## config.mk

```make
export PLATFORM = sky130hd
export DESIGN_NAME = fetch_prefetch_unit
export DESIGN_NICKNAME = d
export VERILOG_FILES = /design/src/rtl/fetch_prefetch_unit.sv
export SDC_FILE = /design/constraint.sdc
export NUM_CORES = 1
export LEC_CHECK = 0
export BUFFER_PORTS_ARGS = -buffer_cell sky130_fd_sc_hd__buf_2
export CAP_MARGIN = 20
export CORE_ASPECT_RATIO = 0.8
export CORE_MARGIN = 3
export CORE_UTILIZATION = 45
export CTS_BUF_LIST = sky130_fd_sc_hd__clkbuf_8
export DETAILED_ROUTE_END_ITERATION = 8
export PLACE_DENSITY = 0.67
export SYNTH_ARGS = -nofsm -noshare
export SYNTH_HDL_FRONTEND = slang
export SYNTH_SLANG_ARGS = --single-unit
```

## constraint.sdc

```tcl
create_clock -name clk -period 2.4 [get_ports clk]
set_input_delay 0.24 -clock clk [delete_from_list [all_inputs] [get_ports clk]]
set_output_delay 0.24 -clock clk [all_outputs]
set_load 0.005 [all_outputs]
```

## src/rtl/fetch_prefetch_unit.sv

```systemverilog
// fetch_prefetch_unit: instruction-fetch front end with a DEPTH-entry prefetch
// buffer. It tolerates IM_LAT-cycle memory latency and downstream back-pressure,
// redirects on a taken branch and stops issuing once a halt instruction returns.
module fetch_prefetch_unit #(
    parameter int unsigned ADDR_W   = 7,
    parameter int unsigned DATA_W   = 32,
    parameter int unsigned DEPTH    = 4,
    parameter int unsigned IM_LAT   = 1,
    parameter logic [4:0]  HALT_OPC = 5'b11111
) (
    input  logic              clk,
    input  logic              rst,
    output logic              IMclka,
    output logic              IMena,
    output logic [ADDR_W-1:0] IMaddra,
    input  logic [DATA_W-1:0] IMdouta,
    input  logic              stall_IFOF,
    input  logic              isBranchTaken,
    input  logic [ADDR_W-1:0] branchPC,
    output logic [DATA_W-1:0] inst,
    output logic [ADDR_W-1:0] pc,
    output logic              valid,
    output logic              stop
);

    localparam int unsigned PW = $clog2(DEPTH);
    localparam int unsigned CW = $clog2(DEPTH + IM_LAT + 1);

    logic [ADDR_W-1:0] pc_q, pc_d;
    logic              halted_q, halted_d;
    logic [IM_LAT-1:0] pipe_vld_q, pipe_vld_d;
    logic [ADDR_W-1:0] pipe_addr_q [IM_LAT];
    logic [ADDR_W-1:0] pipe_addr_d [IM_LAT];
    logic [PW:0]       wr_ptr_q, wr_ptr_d;
    logic [PW:0]       rd_ptr_q, rd_ptr_d;
    logic [DATA_W-1:0] buf_data_q [DEPTH];
    logic [ADDR_W-1:0] buf_addr_q [DEPTH];

    logic [PW:0]       occ;
    logic [CW-1:0]     inflight;
    logic [PW-1:0]     head;
    logic              empty, full, credit;
    logic              ret_vld, ret_halt, issue, push, pop;
    logic [ADDR_W-1:0] ret_addr;

    assign IMclka  = clk;
    assign IMena   = issue;
    assign IMaddra = pc_q;

    // Buffer status, issue credit, return decode and head presentation.
    always_comb begin
        occ      = wr_ptr_q - rd_ptr_q;
        empty    = (occ == '0);
        full     = occ[PW];
        inflight = '0;
        for (int unsigned i = 0; i < IM_LAT; i++) begin
            inflight = inflight + CW'(pipe_vld_q[i]);
        end
        credit   = (CW'(occ) + inflight) < CW'(DEPTH);
        ret_vld  = pipe_vld_q[IM_LAT-1];
        ret_addr = pipe_addr_q[IM_LAT-1];
        // A halt returning this cycle already blocks issue, so nothing past it is fetched.
        ret_halt = ret_vld && (IMdouta[DATA_W-1 -: 5] == HALT_OPC);
        issue    = rst && !halted_q && !ret_halt && !isBranchTaken && credit;
        push     = ret_vld && !isBranchTaken;
        head     = rd_ptr_q[PW-1:0];
        valid    = !empty;
        inst     = valid ? buf_data_q[head] : '0;
        pc       = valid ? buf_addr_q[head] : '0;
        stop     = valid && (inst[DATA_W-1 -: 5] == HALT_OPC);
        pop      = valid && !stall_IFOF;
    end

    // Next-state: fetch PC, halt flag, in-flight pipe and buffer pointers; redirect wins.
    always_comb begin
        pc_d           = pc_q + ADDR_W'(issue);
        halted_d       = halted_q | ret_halt;
        wr_ptr_d       = wr_ptr_q + (PW+1)'(push);
        rd_ptr_d       = rd_ptr_q + (PW+1)'(pop);
        pipe_vld_d     = '0;
        pipe_vld_d[0]  = issue;
        pipe_addr_d[0] = pc_q;
        for (int unsigned i = 1; i < IM_LAT; i++) begin
            pipe_vld_d[i]  = pipe_vld_q[i-1];
            pipe_addr_d[i] = pipe_addr_q[i-1];
        end
        if (isBranchTaken) begin
            pc_d       = branchPC;
            halted_d   = 1'b0;
            pipe_vld_d = '0;
            wr_ptr_d   = '0;
            rd_ptr_d   = '0;
        end
    end

    // Control state register with asynchronous active-low clear.
    always_ff @(posedge clk or negedge rst) begin
        if (!rst) begin
            pc_q       <= '0;
            halted_q   <= 1'b0;
            pipe_vld_q <= '0;
            wr_ptr_q   <= '0;
            rd_ptr_q   <= '0;
            for (int unsigned i = 0; i < IM_LAT; i++) begin
                pipe_addr_q[i] <= '0;
            end
        end else begin
            pc_q       <= pc_d;
            halted_q   <= halted_d;
            pipe_vld_q <= pipe_vld_d;
            wr_ptr_q   <= wr_ptr_d;
            rd_ptr_q   <= rd_ptr_d;
            for (int unsigned i = 0; i < IM_LAT; i++) begin
                pipe_addr_q[i] <= pipe_addr_d[i];
            end
        end
    end

    // Buffer storage; contents are only observed behind valid, so no reset is needed.
    always_ff @(posedge clk) begin
        if (push) begin
            buf_data_q[wr_ptr_q[PW-1:0]] <= IMdouta;
            buf_addr_q[wr_ptr_q[PW-1:0]] <= ret_addr;
        end
    end

    // The issue credit check must make a push into a full buffer impossible.
    assert property (@(posedge clk) disable iff (!rst) !(push && full));

endmodule
```

==> metrics.log <==
[metrics] status: finished with violations
[metrics] failing checks: negative setup slack
[metrics] # IOs: 93
[metrics] startpoint-to-endpoint class of the critical path: register to output port
[metrics] count of unique library cells instantiated by Yosys: 27
[metrics] Total Nets Final: about 550
[metrics] Worst Path Required: 2.16 ns
[metrics] worst min-delay path category: primary input to register
[metrics] met2 wire length: 6.77 mm
[metrics] Power Total: slightly below 9 mW
[metrics] count leader, synth: edfxtp_1
[metrics] IO Port Bufs: 92
[metrics] net switching power of the design: ~2.6 mW
[metrics] placed wire-length estimate: about 8 mm
[metrics] hold violation count in the final report: 0
[metrics] number of antenna violations at the first check in global routing: 1
[metrics] part of the Yosys area used for sequential elements: about three quarters
[metrics] routed length per instance: 19.6 um
[metrics] vias in the first global route: 3,770
[metrics] aggregate global-route resource usage: between 15 and 20%
[metrics] global-route wire length before repair: between 20 and 25 mm
[metrics] total routed wire length on the met1 layer: approximately 5.9 mm
[metrics] worst-case headroom to the max-slew limit: approximately three fifths
[metrics] overall die area: approximately 17,000 um^2
[metrics] GR Overflow Total: 0
[metrics] via-per-instance ratio: a little over 5
[metrics] share of final-layout standard cells stronger than drive strength 1: 44.3%
[metrics] die outline height: between 100 and 150 um
[metrics] via count: 3,584
[metrics] Comb pwr share: 34.7%
[metrics] CTS tree: done
[metrics] cells after synthesis: ~330
[metrics] Min Clock Period, post-route: about 2.8 ns
[metrics] DIE WIDTH: ~140 um
[metrics] relative area change from synthesis to final layout: 29.8%
[metrics] startpoint kind of the worst setup timing path: register
[metrics] critical path peak fanout: 6
[metrics] mapped cell area: approximately 6900 um^2
[metrics] Synth top cells by count: edfxtp_1, nor2b_1, mux4_2
[metrics] Final Non-Filler Cells: ~690
[metrics] part of the cycle the worst path needs: 115%
[metrics] utilization after layout: 61.1%
[metrics] cell type contributing the most total cell area after synthesis: edfxtp_1
[metrics] max-cap check violation count: 0
[metrics] total of flip-flops plus latches after synthesis: between 150 and 200
[metrics] Post-Route Skew: just under 0.009 ns
[metrics] highest routed layer: met5
[metrics] proportion of register bits with asynchronous set or reset after synthesis: between 10% and 20%
[metrics] standard-cell rows: 39
[metrics] first drt pass iteration count: 5
[metrics] nets in the synthesized netlist: roughly 380
[metrics] maximum number of pins on one net before global-route repair: 41
[metrics] Cell Area, Placed: slightly below 8000 um^2
[metrics] crit path capture type: output port
[metrics] Placed Cells: ~610
[metrics] leading register cell type out of synthesis: edfxtp_1
[metrics] Internal Pwr Total: between 6 and 7 mW
[metrics] power density normalized to cell area: 1000 nW/um^2
[metrics] routability congestion estimate: ~0.78
[metrics] fraction of synthesized cell area taken by the top area cell type: around two thirds
[metrics] leakage power figure: about 3.2 nW
[metrics] Skew-Pair Late Insertion Delay: 0.54 ns
[metrics] maximum resistive drop on vdd: 0.000654 V
[metrics] hold_ws: about 0.077 ns
[metrics] post-route ant nets: 0
[metrics] Max Slew Vio Count: 0
[metrics] Fmax: 363 MHz
[metrics] Final setup violation count: 50
[metrics] 1st-iter DRT viols: 155
[metrics] count of inserted antenna diode cells: 0
[metrics] register share of total power: roughly two fifths
[metrics] routed length on met3: 803 um
[metrics] main area contributors after synthesis: edfxtp_1, mux4_2, dfrtp_1
[metrics] Core Footprint: 14,600 um^2
[metrics] effective utilization at floorplan: between 40% and 50%
[metrics] Avg Inst Size Synth: ~21 um^2
[metrics] Clock Pin Slew Worst Setup and Hold Paths: around 0.090 ns
[metrics] switching share of total power: 28.5%
[metrics] RSZ-0062 raised after global routing: true
[metrics] setup slack after layout: -0.353 ns
[metrics] EDFF count, synth: 156
[metrics] Post-Route WL: between 10 and 15 mm
[metrics] share of total power in the clock network: about a quarter
[metrics] worst endpoint data arrival time: between 2 and 3 ns
[metrics] Worst Max-Slew Pin Slew: between 0.6 and 0.7 ns
[metrics] final standard cell area without fillers: 8950 um^2
[metrics] warning count from the yosys run: 0
[metrics] DR DRC count: 0
-- layer usage --
layer  vias to the layer above  GRT usage [%]
met3                        13           6.34
met5                         -              0
met1                      1830           21.7
met2                        99           27.0
met4                         2           5.66
li1                       1640              -
-- worst max-delay path, cell delays in order, from the launching register on --
cell       delay [ns]
dfrtp_4          0.50
ha_4             0.17
fa_2             0.35
xnor3_1          0.20
and3_4           0.26
clkbuf_16        0.20
nor3b_2          0.15
buf_2            0.14
-- through the flow --
stage / setup slack [ns] / setup TNS [ns]
2_1_floorplan: -0.180 / -0.352
3_3_place_gp: -0.278 / -1.03
3_5_place_dp: -0.340 / -1.32
4_1_cts: -0.385 / -14.42
5_1_grt: -0.465 / -20.19
6_report: -0.353 / -14.56
-- logic make-up after synthesis --
| family | Yosys count | synth area share, % |
|---|---|---|
| flops | 178 | 75.9 |
| simple gates | 70 | 6.20 |
| mux | 41 | 13.1 |
| buf+inv | 19 | 1.54 |
| compound gates | 8 | 0.635 |
| fa+ha+maj | 8 | 1.56 |
| xor+xnor | 7 | 1.09 |
-- layout by cell type (no fill, tap or decap), drive strengths merged, types with 5 or more instances in the layout --
master	count
edfxtp	156
buf	115
nor2b	44
dlygate4sd3	40
mux4	39
clkbuf	24
dfrtp	22
inv	7
ha	7
nor2	6
clkinv	6
nand2	5
and3	5
o21ai	5
-- repair_timing --
item	in CTS	in global routing
pin swaps	7	1
buffers inserted	3	0
endpoints found under the hold margin	157	0
gates cloned	1	2
resized for setup	24	27
hold buffers	40	0
setup endpoints to repair	49	51
-- worst paths after layout --
path                            slack, ns  depth (start not counted)        endpoint           from
worst min-delay path                 0.08                          2     wr_ptr_q[2]  isBranchTaken
worst max register to register      -0.33                         10      IMaddra[6]    rd_ptr_q[0]
max in group asynchronous            1.90                          3     rd_ptr_q[0]            rst
worst min register to register       0.43                          0  pipe_addr_q[0]     IMaddra[0]
worst max-delay path                -0.35                          7            stop    rd_ptr_q[0]
min in group asynchronous            0.25                          3      IMaddra[2]            rst
-- final cells by class --
class / count / area, um^2
clock buffer: 23 / 308
clock inverter: 13 / 159
fill: 1054 / 5690
inverter: 4 / 15.0
multi-input combinational: 134 / 1740
sequential: 178 / 5240
tap: 184 / 230
timing repair buffer: 156 / 1250
-- power groups by stage --
stage / registers, mW / clock network, mW / logic [mW]
floorplan: 3.63 / 0.0270 / 1.34
global placement: 3.64 / 0.0181 / 2.25
detailed placement: 3.65 / 0.0181 / 2.28
CTS: 3.58 / 2.32 / 2.68
global route: 3.60 / 2.46 / 3.37
finish: 3.58 / 2.26 / 3.11
-- state kept, by name, summed over array words and instances (netlist names) --
signal	flops
IMaddra	7
buf_addr_q	28
buf_data_q	128
halted_q	1
pipe_addr_q	7
pipe_vld_q	1
rd_ptr_q	3
wr_ptr_q	3
Power figures use the tool's default switching activity.
